--- src/rtl/rx_byte_fifo_pkg.sv ---
// Shared UART receive-path constants.
// Holds the default byte width and FIFO depth used by the receiver and its
// byte FIFO, plus the pointer-width constant derived from the depth.
// Pointers carry one extra wrap bit so that full and empty can be told apart.
package rx_byte_fifo_pkg;

    localparam int RX_DATA_WIDTH = 8;
    localparam int RX_FIFO_DEPTH = 8;

    // Pointer width for a FIFO of the given depth: address bits plus a wrap bit.
    function automatic int ptr_width(input int depth);
        return $clog2(depth) + 1;
    endfunction

    localparam int RX_PTR_W = ptr_width(RX_FIFO_DEPTH);

endpackage

--- src/rtl/rx_fifo_mem.sv ---
// Storage array for the receive byte FIFO.
// DEPTH x DATA_WIDTH register array with one synchronous write port and one
// synchronous, registered read port. The array itself is never reset; only the
// read-data register is cleared so the FIFO output is defined out of reset.
// Ports:
//   CLK      - clock, rising edge
//   RST      - asynchronous active-low reset (read register only)
//   wr_en    - write strobe
//   wr_addr  - write address
//   wr_data  - write byte
//   rd_en    - read strobe; loads rd_data from rd_addr on the next edge
//   rd_addr  - read address
//   rd_data  - registered read byte, holds when rd_en=0
module rx_fifo_mem
    import rx_byte_fifo_pkg::*;
#(
    parameter int DATA_WIDTH = RX_DATA_WIDTH,
    parameter int DEPTH      = RX_FIFO_DEPTH,
    parameter int AW         = $clog2(DEPTH)
) (
    input  logic                  CLK,
    input  logic                  RST,
    input  logic                  wr_en,
    input  logic [AW-1:0]         wr_addr,
    input  logic [DATA_WIDTH-1:0] wr_data,
    input  logic                  rd_en,
    input  logic [AW-1:0]         rd_addr,
    output logic [DATA_WIDTH-1:0] rd_data
);

    logic [DATA_WIDTH-1:0] mem [DEPTH];

    always_ff @(posedge CLK) begin
        if (wr_en) begin
            mem[wr_addr] <= wr_data;
        end
    end

    // When read and write hit the same entry (full FIFO, simultaneous
    // operations) the old contents are returned, which is the oldest byte.
    always_ff @(posedge CLK or negedge RST) begin
        if (!RST) begin
            rd_data <= '0;
        end else if (rd_en) begin
            rd_data <= mem[rd_addr];
        end
    end

endmodule

--- src/rtl/rx_byte_fifo.sv ---
// Receive byte FIFO sitting between the UART receiver and its consumer.
// Bytes arrive as one-cycle data_valid pulses; the consumer pulls them with
// rd_en and gets a registered byte one cycle later with a rd_valid pulse.
// Writes into a full FIFO without a simultaneous read are dropped and latch
// the sticky overflow flag.
// Ports:
//   CLK         - clock, rising edge
//   RST         - asynchronous active-low reset
//   wr_valid    - write strobe (receiver data_valid)
//   wr_data     - received byte
//   rd_en       - consumer read request
//   ovf_clr     - synchronous clear of overflow
//   rd_data     - registered read byte
//   rd_valid    - one-cycle pulse qualifying rd_data
//   empty       - occupancy is zero
//   full        - occupancy equals DEPTH
//   almost_full - occupancy at or above AFULL_LVL
//   count       - current occupancy
//   overflow    - sticky dropped-byte flag
// DEPTH must be a power of two (minimum 2); AFULL_LVL must be 1..DEPTH-1.
module rx_byte_fifo
    import rx_byte_fifo_pkg::*;
#(
    parameter int DATA_WIDTH = RX_DATA_WIDTH,
    parameter int DEPTH      = RX_FIFO_DEPTH,
    parameter int AFULL_LVL  = 6
) (
    input  logic                     CLK,
    input  logic                     RST,
    input  logic                     wr_valid,
    input  logic [DATA_WIDTH-1:0]    wr_data,
    input  logic                     rd_en,
    input  logic                     ovf_clr,
    output logic [DATA_WIDTH-1:0]    rd_data,
    output logic                     rd_valid,
    output logic                     empty,
    output logic                     full,
    output logic                     almost_full,
    output logic [$clog2(DEPTH):0]   count,
    output logic                     overflow
);

    localparam int PW = ptr_width(DEPTH);
    localparam int AW = PW - 1;

    localparam logic [PW-1:0] DEPTH_C = PW'(DEPTH);
    localparam logic [PW-1:0] AFULL_C = PW'(AFULL_LVL);
    localparam logic [PW-1:0] ONE_C   = PW'(1);

    logic [PW-1:0] wr_ptr;
    logic [PW-1:0] rd_ptr;
    logic [PW-1:0] count_nxt;
    logic          wr_acc;
    logic          rd_acc;
    logic          ovf_set;

    // A full FIFO still takes a write when a read frees a slot the same cycle.
    // An empty FIFO never reads, so a simultaneous write does not fall through.
    assign wr_acc  = wr_valid & (~full | rd_en);
    assign rd_acc  = rd_en & ~empty;
    assign ovf_set = wr_valid & full & ~rd_en;

    always_comb begin
        count_nxt = count;
        unique case ({wr_acc, rd_acc})
            2'b10:   count_nxt = count + ONE_C;
            2'b01:   count_nxt = count - ONE_C;
            default: count_nxt = count;
        endcase
    end

    // Flags are registered from the next occupancy so they change in the
    // same cycle as count.
    always_ff @(posedge CLK or negedge RST) begin
        if (!RST) begin
            wr_ptr      <= '0;
            rd_ptr      <= '0;
            count       <= '0;
            empty       <= 1'b1;
            full        <= 1'b0;
            almost_full <= 1'b0;
            rd_valid    <= 1'b0;
            overflow    <= 1'b0;
        end else begin
            if (wr_acc) begin
                wr_ptr <= wr_ptr + ONE_C;
            end
            if (rd_acc) begin
                rd_ptr <= rd_ptr + ONE_C;
            end
            count       <= count_nxt;
            empty       <= (count_nxt == '0);
            full        <= (count_nxt == DEPTH_C);
            almost_full <= (count_nxt >= AFULL_C);
            rd_valid    <= rd_acc;
            // A new drop takes priority over a clear in the same cycle.
            if (ovf_set) begin
                overflow <= 1'b1;
            end else if (ovf_clr) begin
                overflow <= 1'b0;
            end
        end
    end

    rx_fifo_mem #(
        .DATA_WIDTH (DATA_WIDTH),
        .DEPTH      (DEPTH),
        .AW         (AW)
    ) u_mem (
        .CLK     (CLK),
        .RST     (RST),
        .wr_en   (wr_acc),
        .wr_addr (wr_ptr[AW-1:0]),
        .wr_data (wr_data),
        .rd_en   (rd_acc),
        .rd_addr (rd_ptr[AW-1:0]),
        .rd_data (rd_data)
    );

endmodule

--- config.mk ---
export PLATFORM = sky130hd
export DESIGN_NAME = rx_byte_fifo
export DESIGN_NICKNAME = d
export VERILOG_FILES = /design/src/rtl/rx_byte_fifo_pkg.sv /design/src/rtl/rx_fifo_mem.sv /design/src/rtl/rx_byte_fifo.sv
export SDC_FILE = /design/constraint.sdc
export NUM_CORES = 1
export LEC_CHECK = 0
export CAP_MARGIN = 20
export CORE_MARGIN = 10
export CORE_UTILIZATION = 60
export DETAILED_ROUTE_END_ITERATION = 8
export DONT_BUFFER_PORTS = 1
export GPL_TIMING_DRIVEN = 0
export PLACE_DENSITY = 0.82
export SYNTH_ARGS = -nofsm -noshare
export SYNTH_HDL_FRONTEND = slang
export SYNTH_SLANG_ARGS = --single-unit
--- constraint.sdc ---
create_clock -name CLK -period 5.7 [get_ports CLK]
set_input_delay 1.14 -clock CLK [delete_from_list [all_inputs] [get_ports CLK]]
set_output_delay 1.14 -clock CLK [all_outputs]
set_load 0.01 [all_outputs]
; ---- Word level (Yosys, flattened, before mapping)
; Memory sizes are Yosys's and may differ from the RTL's. A register that Yosys moved wholly into a read port is not among the register bits.
; Index checks and enable logic that the tools add are counted.
[op_classes]
add_sub_neg = 4
order_cmp = 1
eq_ne = 3
muxes = 5
n_bitwise = 8
n_reduce_logical = 3
[ops]
columns = operator, count
row1 = $add 4x1->4 const B, 3
row2 = $pmux 4 s2, 1
row3 = $and 1x1->1, 4
row4 = $eq 4x4->1 const B, 1
row5 = $ge 4x3->1 const B, 1
row6 = $logic_not 4->1, 1
row7 = $mux 1, 4
row8 = $sub 4x1->4 const B, 1
row9 = $not 1->1, 3
row10 = $eq 2x1->1 const B, 1
row11 = $eq 2x2->1 const B, 1
row12 = $reduce_bool 2->1, 1
row13 = $logic_not 1->1, 1
row14 = $or 1x1->1, 1
[word_totals]
regBits = 17
ramBits = 64
inputBits = 13
elab_cells = 33
n_memories = 1
[mem_list]
columns = name, depth, word_bits, rd, rd_clocked_by_memory_dff, write_ports, line
row1 = u_mem.mem, 8, 8, 1, 1, 1, rx_fifo_mem.sv:31  ; logic [DATA_WIDTH-1:0] mem [DEPTH];

; ---- Longest topological paths before layout
; Gate-level depths: netlist (run 1).
[depth]
depth_word = 6
depth_mapped = 10
mapped_depth_nobuf = 8

; ---- By module
; A second synthesis (run 1) with hierarchy kept.
[hier_totals]
hier_cells = 225
area_unflattened_um2 = 3570.9
[by_module_without_submodules]
columns = module, n_inst, cells_per_inst, area_each_um2, seq_area_each_um2
row1 = rx_fifo_mem, 1, 169, 2861.5, 2122.0
row2 = rx_byte_fifo, 1, 56, 709.4, 376.6

; ---- Worst setup path after synthesis (run 1)
; OpenSTA, ideal clock, no wires.
[synth_path]
kind = input-to-reg
startpoint = input rd_en
endpoint = register almost_full
setup_time_ns = 0.119
arrival_time_ns = 3.190
required_time_ns = 5.581
slack_ns = 2.392
stages = 9
cell_sequence = nand2b_1 clkbuf_1 clkbuf_1 inv_1 ha_1 or4b_1 a31oi_1 xnor2_1 a21bo_1
[synth_between]
elab_chain_cells = 5
elab_cells_between_ends = 7
[synth_lines]
columns = element, line
row1 = "start, declared", rx_byte_fifo.sv:32  ; input logic rd_en,
row2 = $or 1x1->1, rx_byte_fifo.sv:59  ; assign wr_acc = wr_valid & (~full | rd_en);
row3 = $and 1x1->1, rx_byte_fifo.sv:59
row4 = $eq 2x1->1 / $eq 2x2->1 (equally long branches), rx_byte_fifo.sv:65  ; unique case ({wr_acc, rd_acc})
row5 = $pmux 4 s2 *, rx_byte_fifo.sv:65
row6 = $ge 4x3->1 *, rx_byte_fifo.sv:94  ; almost_full <= (count_nxt >= AFULL_C);
row7 = "end signal, assigned", rx_byte_fifo.sv:94
row8 = "end, declared", rx_byte_fifo.sv:38  ; output logic almost_full,
; Every way passes the cells marked *; elsewhere a longest branch is shown, timed or not.
; A chain may end at the register's enable or synchronous reset.

; ---- Worst setup path in the final report (run 1)
[layout_path]
startpoint = input rd_en
endpoint = register empty
[layout_between]
elab_chain_cells = 5
elab_cells_between_ends = 7
[layout_lines]
columns = element, line
row1 = $or 1x1->1, rx_byte_fifo.sv:59
row2 = $and 1x1->1, rx_byte_fifo.sv:59
row3 = $eq 2x1->1 / $eq 2x2->1 (equally long branches), rx_byte_fifo.sv:65
row4 = $pmux 4 s2 *, rx_byte_fifo.sv:65
row5 = $logic_not 4->1 *, rx_byte_fifo.sv:92  ; empty <= (count_nxt == '0);
row6 = "end signal, assigned", rx_byte_fifo.sv:92
row7 = "end, declared", rx_byte_fifo.sv:36  ; output logic empty,
; Marks and branches as above.

==> results of run 1 <==
cells in the mapped netlist, drive strengths merged:
master	number	area [µm²]
dfrtp	22	551
ha	4	50.1
mux4	16	360
nor2	7	26.3
dfstp	1	26.3
nor2b	1	6.26
nor4b	2	17.5
nand2	17	63.8
a21oi	1	5.00
mux2i	9	90.1
nor3b	1	12.5
nand3	2	10.0
nor4	1	12.5
o22ai	1	6.26
or2	1	6.26
o21ai	8	40.0
mux2	2	22.5
or4b	2	20.0
nand2b	4	25.0
xor2	3	26.3
edfxtp	64	1920
a21bo	1	10.0
buf	3	13.8
xnor2	5	43.8
nor3	2	10.0
a31oi	1	6.26
clkbuf	4	15.0
inv	5	18.8
per-stage QoR:
stage / hold WS, ns / power (mW) / util / setup slack, ns / instance area (µm²)
finish: 0.471 / 1.87 / 0.673 / 2.18 / 3700
global route: 0.455 / 1.97 / 0.673 / 1.94 / 3700
CTS: 0.460 / 1.88 / 0.673 / 2.14 / 3700
detailed placement: 0.517 / 1.48 / 0.640 / 1.80 / 3520
global placement: 0.504 / 1.44 / 0.637 / 1.88 / 3510
floorplan: 0.488 / 1.34 / - / 2.39 / 3420
per-layer routing:
| layer | track usage | share of wire | vias to the layer above | wire, µm |
|---|---|---|---|---|
| met2 | 0.245 | 0.53 | 52 | 3310 |
| met5 | 0 | 0 | - | 0 |
| met3 | 0.0479 | 0.068 | 12 | 424 |
| met4 | 0.0639 | 0.021 | 0 | 129 |
| li1 | - | - | 754 | - |
| met1 | 0.174 | 0.38 | 863 | 2410 |
final timing paths:
kind / end / depth (start not counted)
setup / recovery: empty / 9
hold / removal: count[2] / 0
setup reg to reg: empty / 9
hold reg to reg: wr_ptr[0] / 2
max in group asynchronous: empty / 0
min in group CLK: wr_ptr[0] / 2
cell families (layout without fill, tap and decap cells):
| kind of cell | after synthesis | count (layout) | share of synthesized area |
|---|---|---|---|
| XOR/XNOR | 8 | 8 | 0.0205 |
| flip-flops | 87 | 87 | 0.731 |
| AO/OA/AOI/OAI | 12 | 12 | 0.0198 |
| buffers and inverters | 12 | 30 | 0.0139 |
| adder cells (fa/ha/maj) | 4 | 4 | 0.0146 |
| AND/OR/NAND/NOR | 40 | 40 | 0.0615 |
| multiplexers | 27 | 27 | 0.138 |
sequential cells by signal, indices dropped and copies added (netlist names):
name           cells
u_mem.mem         64
u_mem.rd_data      8
count              4
rd_ptr             3
wr_ptr             3
almost_full        1
empty              1
full               1
overflow           1
rd_valid           1
layout make-up:
type | count | share of cell area
flip-flops and latches | 87 | 0.675
multi-input cells | 91 | 0.235
clock buffers | 12 | 0.0365
well taps | 72 | 0.0243
clock inverters | 4 | 0.0125
plain buffers | 7 | 0.00777
inverters | 5 | 0.00507
repair buffers | 2 | 0.00405
power by group through the flow:
stage / combinational, mW / sequential, mW / clock [mW]
after floorplan: 0.411 / 0.931 / 0
after global placement: 0.489 / 0.953 / 0
after detailed placement: 0.517 / 0.966 / 0
after CTS: 0.522 / 0.953 / 0.408
after global routing: 0.565 / 0.968 / 0.435
final: 0.515 / 0.951 / 0.403
critical path, cell delays in order:
cell	delay, ns
sky130_fd_sc_hd__nand2b_1	0.07
sky130_fd_sc_hd__clkbuf_1	0.44
sky130_fd_sc_hd__clkbuf_1	0.49
sky130_fd_sc_hd__inv_1	0.10
sky130_fd_sc_hd__ha_1	0.25
sky130_fd_sc_hd__or4b_1	0.53
sky130_fd_sc_hd__a31oi_1	0.22
sky130_fd_sc_hd__xnor2_1	0.22
sky130_fd_sc_hd__nor4b_1	0.31
==> summary.txt, run 1 <==
TIMING
---------------------------------------------------------------------------------
Slew headroom ......................................................        0.387
Upper clock frequency limit ........................................      284 MHz
Max-slew violation count ...........................................            0
Unrepaired setup endpoints after global routing ....................        false
Clock skew .........................................................    0.0101 ns
Minimum clock period after layout ..................................      3.52 ns
Tightest Pin Transition ............................................     0.913 ns
Count of final hold-check violations ...............................            0
Setup Total Neg Slack ..............................................         0 ns
Final worst-path cycle share .......................................        0.617
# setup viols final ................................................            0

FLOORPLANNING
---------------------------------------------------------------------------------
Effective utilization at floorplan .................................        0.621
Die ar. ............................................................     9110 µm²
Die extent in y ....................................................      95.5 µm
Placeable core region ..............................................     5510 µm²
Horizontal die dimension ...........................................      95.5 µm
Number of primary I/O pins .........................................           30
Number of cell rows ................................................           27

CLOCKING
---------------------------------------------------------------------------------
Post-CTS resize count ..............................................            0
Hold_buf cts .......................................................            0
Post-CTS Setup Inserts .............................................            0
Root buffer cell ................................................... sky130_fd_sc_hd__clkbuf_8
Total clock buffers created by CTS .................................            9
TritonCTS Sinks ....................................................           87
TritonCTS clock tree ...............................................          yes
H-tree levels ......................................................            3
Clock-pin slew on the worst setup and hold paths ...................      0.08 ns
CTS Buffer Depth ...................................................            2
Source-to-sink clock delay at the later pin of the worst-skew pair .      0.35 ns

SETUP PATH
---------------------------------------------------------------------------------
Critical Setup Path Class ..........................................    in -> reg
Source of the critical timing path .................................        rd_en
Data arrival time of the critical path .............................      3.77 ns
Startpoint types ...................................................    input pin
Setup crit end kind ................................................         flop
Data required time at the worst endpoint ...........................      5.95 ns
Largest fanout of any net on the critical path .....................           10
Launch point of the worst reg-to-reg path ..........................        empty
Setup slack, reg-to-reg ............................................      2.32 ns

PWR
---------------------------------------------------------------------------------
IR drop worst, VDD .................................................     0.263 mV
Relative contribution of combinational cells to total power ........        0.276
Switching pwr ......................................................     0.590 mW
Power per Cell Area ................................................   504 nW/µm²
Int Power ..........................................................      1.28 mW
Leak pwr ...........................................................      1.31 nW
Share of power burned in registers .................................        0.509
Part of the total power dissipated in the clock network ............        0.216
Switching part of the total ........................................        0.316

PLACE
---------------------------------------------------------------------------------
Placed Cells .......................................................          264
Buffers on Ports ...................................................            0
Routability Congestion .............................................        0.798
Final HPWL from detailed placement .................................      4120 µm

SYNTHESIS
---------------------------------------------------------------------------------
Synth Net Count ....................................................          207
Avg Inst Size Synth ................................................     18.0 µm²
Synth warn .........................................................            0
Sequential element share of the synthesized area ...................        0.731
Cells after synthesis ..............................................          190
Cell area after synthesis ..........................................     3420 µm²
Cell variety after synth ...........................................           30
Register bit total from synthesis ..................................           87

GLOBAL ROUTING
---------------------------------------------------------------------------------
Vias in the first global route .....................................         1747
First-pass GRT wire length .........................................      9780 µm
Pin count of the biggest net entering global routing ...............           24
Combined global-route utilization of all metal layers ..............        0.148
Total global routing overflow ......................................            0
Initial antenna violation count ....................................            0

DETAILED ROUTING
---------------------------------------------------------------------------------
Via count ..........................................................         1681
Antenna viol nets, final ...........................................            0
DRC violation count after routing ..................................            0
Pre-Repair DR Iteration Count ......................................            4
Initial drt markers ................................................          179
Total wire length ..................................................      6270 µm
WL/cell ............................................................      22.4 µm
Post-DR vias/cell ..................................................         6.00

LAYOUT
---------------------------------------------------------------------------------
Highest-count cells in the layout ignoring fill and taps ........... sky130_fd_sc_hd__edfxtp_1, sky130_fd_sc_hd__dfrtp_1, sky130_fd_sc_hd__nand2_1
Most common cell after layout, fill and taps aside ................. sky130_fd_sc_hd__edfxtp_1
Diodes inserted ....................................................            0
Count of non-filler cells in the finished layout ...................          280
Multi-input combinational cell area ................................      871 µm²
Layout fillers .....................................................          369
Final net count ....................................................          220
Area taken by flip-flops and latches ...............................     2500 µm²
Share of layout cells above drive strength 1 .......................        0.188
Syn-to-layout area delta ...........................................        8.39%

OUTCOME
---------------------------------------------------------------------------------
Outcome ............................................................ finished clean

HOLD PATH
---------------------------------------------------------------------------------
Min-Delay Path Class ...............................................  in -> async

RUN
---------------------------------------------------------------------------------
Reported max-cap violation count ...................................            0

Power figures use the tool's default switching activity.
==> inputs of run 2 (changes only) <==
--- a/config.mk
+++ b/config.mk
@@ -5,6 +5,7 @@
 export SDC_FILE = /design/constraint.sdc
 export NUM_CORES = 1
 export LEC_CHECK = 0
+export ABC_AREA = 1
 export CAP_MARGIN = 20
 export CORE_MARGIN = 10
 export CORE_UTILIZATION = 60
==> constraint.sdc (replaced) <==
create_clock -name CLK -period 3.4 [get_ports CLK]
set_input_delay 0.68 -clock CLK [delete_from_list [all_inputs] [get_ports CLK]]
set_output_delay 0.68 -clock CLK [all_outputs]
set_load 0.01 [all_outputs]
==> summary.txt, run 2 <==
OUTCOME
---------------------------------------------------------------------------------
Outcome ............................................................ finished clean   unchanged

CLOCKING
---------------------------------------------------------------------------------
Total clock buffers created by CTS .................................            9   unchanged
Source-to-sink clock delay at the later pin of the worst-skew pair .      0.35 ns   about the same
Root buffer cell ................................................... sky130_fd_sc_hd__clkbuf_8   unchanged
TritonCTS Sinks ....................................................           87   unchanged
H-tree levels ......................................................            3   unchanged
CTS Buffer Depth ...................................................            2   unchanged
TritonCTS clock tree ...............................................          yes   unchanged
Clock-pin slew on the worst setup and hold paths ...................      0.08 ns   about the same

SETUP PATH
---------------------------------------------------------------------------------
Startpoint types ...................................................         flop   was input pin
Launch point of the worst reg-to-reg path ..........................        empty   unchanged
Critical path's top delay family ................................... buffers and inverters   unchanged
Slowest stage cell on the critical path ............................ sky130_fd_sc_hd__dfstp_2   was sky130_fd_sc_hd__or4b_1
Data required time at the worst endpoint ...........................      3.65 ns   was 5.95 ns
Setup crit end kind ................................................         flop   unchanged
Critical Setup Path Class ..........................................   reg -> reg   was in -> reg
Worst path cell trace .............................................. inv_1, nand2_1, clkbuf_1, inv_1, ha_1, inv_2, o21ai_0, nor2_1, nand3_1, nor2_1   was nand2b_1, clkbuf_1, clkbuf_1, inv_1, ha_1, or4b_1, a31oi_1, xnor2_1, nor4b_1
Largest fanout of any net on the critical path .....................           10   unchanged
Source of the critical timing path .................................        empty   was rd_en
Buffers plus inverters on the worst setup path .....................            4   was 3
Largest stage delay, worst path ....................................      0.57 ns   was 0.53 ns
Data arrival time of the critical path .............................      2.67 ns   was 3.77 ns

DETAILED ROUTING
---------------------------------------------------------------------------------
DRC violation count after routing ..................................            0   unchanged
WL/cell ............................................................      19.3 µm   was 22.4 µm
Post-DR vias/cell ..................................................         5.97   was 6.00
Antenna viol nets, final ...........................................            0   unchanged
Via count ..........................................................         2264   was 1681
Total wire length ..................................................      7300 µm   was 6270 µm
Initial drt markers ................................................          188   was 179
Pre-Repair DR Iteration Count ......................................            5   was 4

TIMING
---------------------------------------------------------------------------------
Minimum clock period after layout ..................................      2.42 ns
Unrepaired setup endpoints after global routing ....................        false   unchanged
Clock skew .........................................................   0.00623 ns   was 0.0101 ns
# setup viols final ................................................            0   unchanged
Count of final hold-check violations ...............................            0   unchanged
Upper clock frequency limit ........................................      413 MHz
Final worst-path cycle share .......................................        0.713
Tightest Pin Transition ............................................     0.976 ns   was 0.913 ns
Max-slew violation count ...........................................            0   unchanged
Hold_ws ............................................................    0.0128 ns   was 0.471 ns
Slew headroom ......................................................        0.347   was 0.387
Setup Total Neg Slack ..............................................         0 ns   unchanged

SYNTHESIS
---------------------------------------------------------------------------------
Avg Inst Size Synth ................................................     12.6 µm²   was 18.0 µm²
Number of enable flip-flop cells after synthesis ...................           64   unchanged
Sequential element share of the synthesized area ...................        0.693   was 0.731
Share of async-settable or async-resettable flops after synthesis ..        0.264   unchanged
Register bit total from synthesis ..................................           87   unchanged
Largest area contributor in the synthesized netlist ................ sky130_fd_sc_hd__edfxtp_1   unchanged
Cell variety after synth ...........................................           28   was 30
Synth warn .........................................................            0   unchanged
Cell area after synthesis ..........................................     3610 µm²   was 3420 µm²
Most repeated cell in the gate-level netlist after synthesis ....... sky130_fd_sc_hd__edfxtp_1   unchanged
Synth cell count leaders ........................................... sky130_fd_sc_hd__edfxtp_1, sky130_fd_sc_hd__nand2_1, sky130_fd_sc_hd__inv_1   was sky130_fd_sc_hd__edfxtp_1, sky130_fd_sc_hd__dfrtp_1, sky130_fd_sc_hd__nand2_1
Yosys top cell area share ..........................................        0.533   was 0.562
Synth Net Count ....................................................          304   was 207
Cells after synthesis ..............................................          287   was 190
Top post-synthesis cells by area ................................... sky130_fd_sc_hd__edfxtp_1, sky130_fd_sc_hd__dfrtp_1, sky130_fd_sc_hd__mux2i_1   was sky130_fd_sc_hd__edfxtp_1, sky130_fd_sc_hd__dfrtp_1, sky130_fd_sc_hd__mux4_2
Ys flop type ....................................................... sky130_fd_sc_hd__edfxtp_1   unchanged

PLACE
---------------------------------------------------------------------------------
Routability Congestion .............................................        0.839   was 0.798
Buffers on Ports ...................................................            0   unchanged
Final HPWL from detailed placement .................................      4780 µm   was 4120 µm

FLOORPLANNING
---------------------------------------------------------------------------------
Effective utilization at floorplan .................................        0.613   was 0.621
Die extent in y ....................................................      97.5 µm   was 95.5 µm
Horizontal die dimension ...........................................      97.5 µm   was 95.5 µm
Placeable core region ..............................................     5890 µm²   was 5510 µm²
Number of cell rows ................................................           28   was 27
Number of primary I/O pins .........................................           30   unchanged
Die ar. ............................................................     9510 µm²   was 9110 µm²

LAYOUT
---------------------------------------------------------------------------------
Flip-flop count of the largest register after layout ...............           64   unchanged
Syn-to-layout area delta ...........................................        8.47%   was 8.39%
Reg with most FFs ..................................................    u_mem.mem   unchanged
Area taken by flip-flops and latches ...............................     2500 µm²   unchanged
Highest-count cells in the layout ignoring fill and taps ........... sky130_fd_sc_hd__edfxtp_1, sky130_fd_sc_hd__nand2_1, sky130_fd_sc_hd__inv_1   was sky130_fd_sc_hd__edfxtp_1, sky130_fd_sc_hd__dfrtp_1, sky130_fd_sc_hd__nand2_1
Final net count ....................................................          316   was 220
Layout fillers .....................................................          418   was 369
Most common cell after layout, fill and taps aside ................. sky130_fd_sc_hd__edfxtp_1   unchanged
Share of layout cells above drive strength 1 .......................        0.122   was 0.188
Multi-input combinational cell area ................................      912 µm²   was 871 µm²
Regs by FF count ................................................... u_mem.mem (64), u_mem.rd_data (8), count (4)   unchanged
Diodes inserted ....................................................            0   unchanged

GLOBAL ROUTING
---------------------------------------------------------------------------------
Initial antenna violation count ....................................            0   unchanged
First-pass GRT wire length .........................................     11200 µm   was 9780 µm
Combined global-route utilization of all metal layers ..............        0.152   was 0.148
Pin count of the biggest net entering global routing ...............           24   unchanged
Vias in the first global route .....................................         2251   was 1747
Total global routing overflow ......................................            0   unchanged

HOLD PATH
---------------------------------------------------------------------------------
Min-Delay Path Class ...............................................  in -> async   unchanged

RUN
---------------------------------------------------------------------------------
Reported max-cap violation count ...................................            0   unchanged

PWR
---------------------------------------------------------------------------------
Power per Cell Area ................................................   858 nW/µm²   was 504 nW/µm²
IR drop worst, VDD .................................................     0.414 mV   was 0.263 mV
Leak pwr ...........................................................      1.56 nW   was 1.31 nW

[run 2: changes by cell type in the layout (fill, tap and decap cells not counted), moves of 9 or more]
cell	before	now
sky130_fd_sc_hd__nand2_1	17	39
sky130_fd_sc_hd__a21oi_1	1	17
sky130_fd_sc_hd__o211ai_1	0	16
sky130_fd_sc_hd__inv_1	5	30
sky130_fd_sc_hd__mux4_2	16	0
sky130_fd_sc_hd__o21ai_0	0	15
sky130_fd_sc_hd__nand3_1	2	11
[run 2: where the power goes]
group	leakage (nW)	switching [mW]	total [mW]	internal (mW)
combinational	0.597	0.680	1.05	0.368
sequential	0.859	0.187	1.57	1.39
clock	0.101	0.351	0.733	0.383
total	1.56	1.22	3.36	2.14
[run 2: worst paths after layout]
kind / to / slack [ns] / depth (start not counted)
min in group CLK: u_mem.mem[4][3] / 0.42 / 0
max: full / 0.98 / 10
min: rd_valid / 0.01 / 0
min reg2reg: wr_ptr[0] / 0.55 / 2
max in group asynchronous: u_mem.rd_data[3] / 2.54 / 1
max reg2reg: full / 0.98 / 10
[run 2: kinds of logic after synthesis]
logic type               synth area share
flip-flops                          0.693
AND/OR/NAND/NOR                    0.0906
AO/OA/AOI/OAI                      0.0899
buffers and inverters              0.0541
multiplexers                       0.0444
XOR/XNOR                           0.0142
adder cells (fa/ha/maj)            0.0139
[run 2: cell type report]
| type | instances | share of cell area |
|---|---|---|
| inverter | 35 | 0.0336 |
| timing repair buffer | 1 | 0.00256 |
| buffer | 12 | 0.0163 |
| tap | 75 | 0.0240 |
| clock buffer | 14 | 0.0416 |
| multi-input combinational | 153 | 0.233 |
| sequential | 87 | 0.639 |
| clock inverter | 2 | 0.00992 |
[run 2: layer usage]
| layer | global-route usage | part of all wire | up-vias |
|---|---|---|---|
| met1 | 0.165 | 0.40 | 1109 |
| met5 | 0 | 0 | - |
| met4 | 0.0917 | 0.032 | 0 |
| li1 | - | - | 1024 |
| met3 | 0.0477 | 0.083 | 23 |
| met2 | 0.252 | 0.49 | 108 |
[run 2: what timing repair did]
item	4_1_cts	5_1_grt
hold buffers	0	1
endpoints found under the hold margin	0	6
resized for setup	0	0
setup buffers	0	0
endpoints found under the setup margin	0	0
[run 2: stage by stage]
| stage | setup slack (ns) | std cells | total power [mW] | utilization | cell area, µm² |
|---|---|---|---|---|---|
| 2_1_floorplan | 1.35 | 287 | 2.34 | - | 3610 |
| 3_3_place_gp | 0.947 | 362 | 2.56 | 0.629 | 3700 |
| 3_5_place_dp | 0.918 | 362 | 2.63 | 0.629 | 3700 |
| 4_1_cts | 0.977 | 378 | 3.35 | 0.663 | 3900 |
| 5_1_grt | 0.785 | 379 | 3.54 | 0.665 | 3910 |
| 6_report | 0.977 | 379 | 3.36 | 0.665 | 3910 |
[run 2: worst reg2reg max path: cells and delay by family (launching register included)]
| family | cells | cell delay, ns |
|---|---|---|
| adder cells (fa/ha/maj) | 1 | 0.36 |
| AND/OR/NAND/NOR | 4 | 0.35 |
| flip-flops | 1 | 0.57 |
| AO/OA/AOI/OAI | 1 | 0.31 |
| buffers and inverters | 4 | 0.71 |
==> inputs of run 3 (changes only) <==
--- a/config.mk
+++ b/config.mk
@@ -5,7 +5,7 @@
 export SDC_FILE = /design/constraint.sdc
 export NUM_CORES = 1
 export LEC_CHECK = 0
-export ABC_AREA = 1
+export ABC_AREA = 0
 export CAP_MARGIN = 20
 export CORE_MARGIN = 10
 export CORE_UTILIZATION = 60
==> constraint.sdc (replaced) <==
create_clock -name CLK -period 2.5 [get_ports CLK]
set_input_delay 0.5 -clock CLK [delete_from_list [all_inputs] [get_ports CLK]]
set_output_delay 0.5 -clock CLK [all_outputs]
set_load 0.01 [all_outputs]
==> summary.txt, run 3 (synthesis gave the netlist of run 1 again) <==
TIMING
---------------------------------------------------------------------------------
Count of final hold-check violations ...............................            0   unchanged
Max-slew violation count ...........................................            0   unchanged
# setup viols final ................................................            0   unchanged
Slew headroom ......................................................        0.381   was 0.347
Hold_ws ............................................................     0.237 ns   was 0.0128 ns
Clock skew .........................................................   0.00701 ns   was 0.00623 ns
Upper clock frequency limit ........................................      421 MHz   was 413 MHz
Tightest Pin Transition ............................................     0.921 ns   was 0.976 ns
Unrepaired setup endpoints after global routing ....................        false   unchanged
Minimum clock period after layout ..................................      2.37 ns   was 2.42 ns
Final worst-path cycle share .......................................        0.950   was 0.713

CLOCKING
---------------------------------------------------------------------------------
TritonCTS clock tree ...............................................          yes   unchanged
TritonCTS Sinks ....................................................           87   unchanged
Clock-pin slew on the worst setup and hold paths ...................      0.09 ns   was 0.08 ns
H-tree levels ......................................................            3   unchanged
Total clock buffers created by CTS .................................            9   unchanged
Root buffer cell ................................................... sky130_fd_sc_hd__clkbuf_8   unchanged
CTS Buffer Depth ...................................................            2   unchanged
Source-to-sink clock delay at the later pin of the worst-skew pair .      0.35 ns   about the same

FLOORPLANNING
---------------------------------------------------------------------------------
Effective utilization at floorplan .................................        0.621   was 0.613
Placeable core region ..............................................     5510 µm²   was 5890 µm²
Number of primary I/O pins .........................................           30   unchanged
Die ar. ............................................................     9110 µm²   was 9510 µm²
Die extent in y ....................................................      95.5 µm   was 97.5 µm
Horizontal die dimension ...........................................      95.5 µm   was 97.5 µm
Number of cell rows ................................................           27   was 28

HOLD PATH
---------------------------------------------------------------------------------
Hold path startpoint ...............................................   wr_data[1]
Hold Path Cell Cnt .................................................            0
Min-Delay Path Class ...............................................    in -> reg   was in -> async
Endpoint of the worst hold path .................................... u_mem.mem[1][1]

SETUP PATH
---------------------------------------------------------------------------------
Buffers plus inverters on the worst setup path .....................            0   was 4
Data arrival time of the critical path .............................      2.62 ns   was 2.67 ns
Startpoint types ...................................................         flop   unchanged
Launch point of the worst reg-to-reg path ..........................         full   was empty
Setup crit end kind ................................................         flop   unchanged
Setup slack, reg-to-reg ............................................      0.13 ns   was 0.98 ns
Reg2reg end ........................................................  almost_full   was full
Critical path's top delay family ................................... simple AND/OR/NAND/NOR gates   was buffers and inverters
Slowest stage cell on the critical path ............................ sky130_fd_sc_hd__or4b_2   was sky130_fd_sc_hd__dfstp_2
Worst path cell trace .............................................. nand2b_1, nand2_1, ha_2, or4b_2, a31oi_2, xnor2_2, a21bo_1   was inv_1, nand2_1, clkbuf_1, inv_1, ha_1, inv_2, o21ai_0, nor2_1, nand3_1, nor2_1
Largest stage delay, worst path ....................................      0.62 ns   was 0.57 ns
Largest fanout of any net on the critical path .....................            5   was 10
Source of the critical timing path .................................         full   was empty
Critical Setup Path Class ..........................................   reg -> reg   unchanged
Data required time at the worst endpoint ...........................      2.74 ns   was 3.65 ns
Number of cell instances on the worst register-to-register path ....            7   was 10

DETAILED ROUTING
---------------------------------------------------------------------------------
Total wire length ..................................................      6560 µm   was 7300 µm
Initial drt markers ................................................          286   was 188
Post-DR vias/cell ..................................................         6.09   was 5.97
WL/cell ............................................................      22.9 µm   was 19.3 µm
DRC violation count after routing ..................................            0   unchanged
Pre-Repair DR Iteration Count ......................................            4   was 5
Via count ..........................................................         1742   was 2264
Antenna viol nets, final ...........................................            0   unchanged

GLOBAL ROUTING
---------------------------------------------------------------------------------
Combined global-route utilization of all metal layers ..............        0.157   was 0.152
Vias in the first global route .....................................         1922   was 2251
Total global routing overflow ......................................            0   unchanged
First-pass GRT wire length .........................................     10500 µm   was 11200 µm
Initial antenna violation count ....................................            0   unchanged
Pin count of the biggest net entering global routing ...............           24   unchanged

LAYOUT
---------------------------------------------------------------------------------
Share of layout cells above drive strength 1 .......................        0.257   was 0.122
Layout fillers .....................................................          345   was 418
Multi-input combinational cell area ................................      918 µm²   was 912 µm²
Highest-count cells in the layout ignoring fill and taps ........... sky130_fd_sc_hd__edfxtp_1, sky130_fd_sc_hd__dfrtp_1, sky130_fd_sc_hd__nand2_1   was sky130_fd_sc_hd__edfxtp_1, sky130_fd_sc_hd__nand2_1, sky130_fd_sc_hd__inv_1
Diodes inserted ....................................................            0   unchanged
Regs by FF count ................................................... u_mem.mem (64), u_mem.rd_data (8), count (4)   unchanged
Flip-flop count of the largest register after layout ...............           64   unchanged
Reg with most FFs ..................................................    u_mem.mem   unchanged
Most common cell after layout, fill and taps aside ................. sky130_fd_sc_hd__edfxtp_1   unchanged
Utilization of the core after routing ..............................        0.700   was 0.665
Final net count ....................................................          226   was 316
Area taken by flip-flops and latches ...............................     2500 µm²   unchanged
Syn-to-layout area delta ...........................................        12.8%   was 8.47%

OUTCOME
---------------------------------------------------------------------------------
Outcome ............................................................ finished clean   unchanged

PLACE
---------------------------------------------------------------------------------
Final HPWL from detailed placement .................................      4350 µm   was 4780 µm
Routability Congestion .............................................        0.757   was 0.839
Buffers on Ports ...................................................            0   unchanged

PWR
---------------------------------------------------------------------------------
Part of the total power dissipated in the clock network ............        0.231   was 0.219
Switching part of the total ........................................        0.322   was 0.363
Int Power ..........................................................      3.10 mW   was 2.14 mW
Leak pwr ...........................................................      1.38 nW   was 1.56 nW
Power per Cell Area ................................................  1190 nW/µm²   was 858 nW/µm²
Share of power burned in registers .................................        0.476   was 0.469
Switching pwr ......................................................      1.47 mW   was 1.22 mW
IR drop worst, VDD .................................................     0.658 mV   was 0.414 mV
Relative contribution of combinational cells to total power ........        0.293   was 0.312

RUN
---------------------------------------------------------------------------------
Reported max-cap violation count ...................................            0   unchanged

## run 3: cell count changes in the layout (fill, tap and decap cells not counted), sizes merged, moves of 14 or more
cell / delta
o21ai: -14
nand2: -26
mux4: +16
a21oi: -17
o211ai: -16
inv: -30
## run 3: area by class of cell
class | instances | area share
Inverter | 5 | 0.00487
Buffer | 5 | 0.00552
Clock buffer | 9 | 0.0321
Timing Repair Buffer | 10 | 0.0221
Tap cell | 72 | 0.0234
Multi-Input combinational cell | 91 | 0.238
Sequential cell | 87 | 0.648
Clock inverter | 7 | 0.0253
## run 3: worst register-to-register path: stages (launching register included)
cell and delay (ns):
sky130_fd_sc_hd__dfrtp_1 0.42, sky130_fd_sc_hd__nand2b_1 0.14, sky130_fd_sc_hd__nand2_1 0.19, sky130_fd_sc_hd__ha_2 0.25, sky130_fd_sc_hd__or4b_2 0.62, sky130_fd_sc_hd__a31oi_2 0.25
sky130_fd_sc_hd__xnor2_2 0.17, sky130_fd_sc_hd__a21bo_1 0.24
## run 3: through the flow
step / TNS, ns / cell area (µm²) / power, mW / setup slack, ns / instances
after CTS: 0 / 3800 / 4.51 / 0.0518 / 283
after detailed placement: -0.757 / 3540 / 3.40 / -0.308 / 264
after global routing: 0 / 3850 / 4.81 / 0.00561 / 286
final: 0 / 3850 / 4.57 / 0.126 / 286
after floorplan: 0 / 3430 / 3.07 / 0.0126 / 190
after global placement: -1.05 / 3520 / 3.29 / -0.260 / 262
## run 3: worst max-delay path by stage
| stage | cells past startpoint | endpoint | slack, ns |
|---|---|---|---|
| floorplan | 9 | almost_full | 0.01 |
| detailed placement | 9 | empty | -0.31 |
| finish | 7 | almost_full | 0.13 |
| global route | 5 | u_mem.mem[0][6] | 0.006 |
| global placement | 9 | empty | -0.26 |
| CTS | 8 | empty | 0.05 |
## run 3: repair_timing
| action | 4_1_cts | 5_1_grt |
|---|---|---|
| hold buffers | 1 | 0 |
| pin swaps | 2 | 2 |
| buffers inserted | 3 | 3 |
| endpoints found under the hold margin | 23 | 0 |
| endpoints found under the setup margin | 4 | 4 |
| resized for setup | 4 | 4 |
## run 3: routing by layer
metal	GRT usage	share of wire	wire, µm	vias up
li1	-	-	-	759
met1	0.181	0.38	2520	901
met2	0.263	0.52	3410	66
met3	0.0526	0.067	438	16
met4	0.0700	0.029	187	0
met5	0	0	0	-
## run 3: power by group through the flow
| stage | registers [mW] | logic (mW) | clock network [mW] |
|---|---|---|---|
| detailed placement | 2.21 | 1.20 | 0 |
| global placement | 2.17 | 1.12 | 0 |
| CTS | 2.18 | 1.27 | 1.06 |
| floorplan | 2.12 | 0.943 | 0 |
| global route | 2.21 | 1.47 | 1.13 |
| finish | 2.17 | 1.34 | 1.06 |
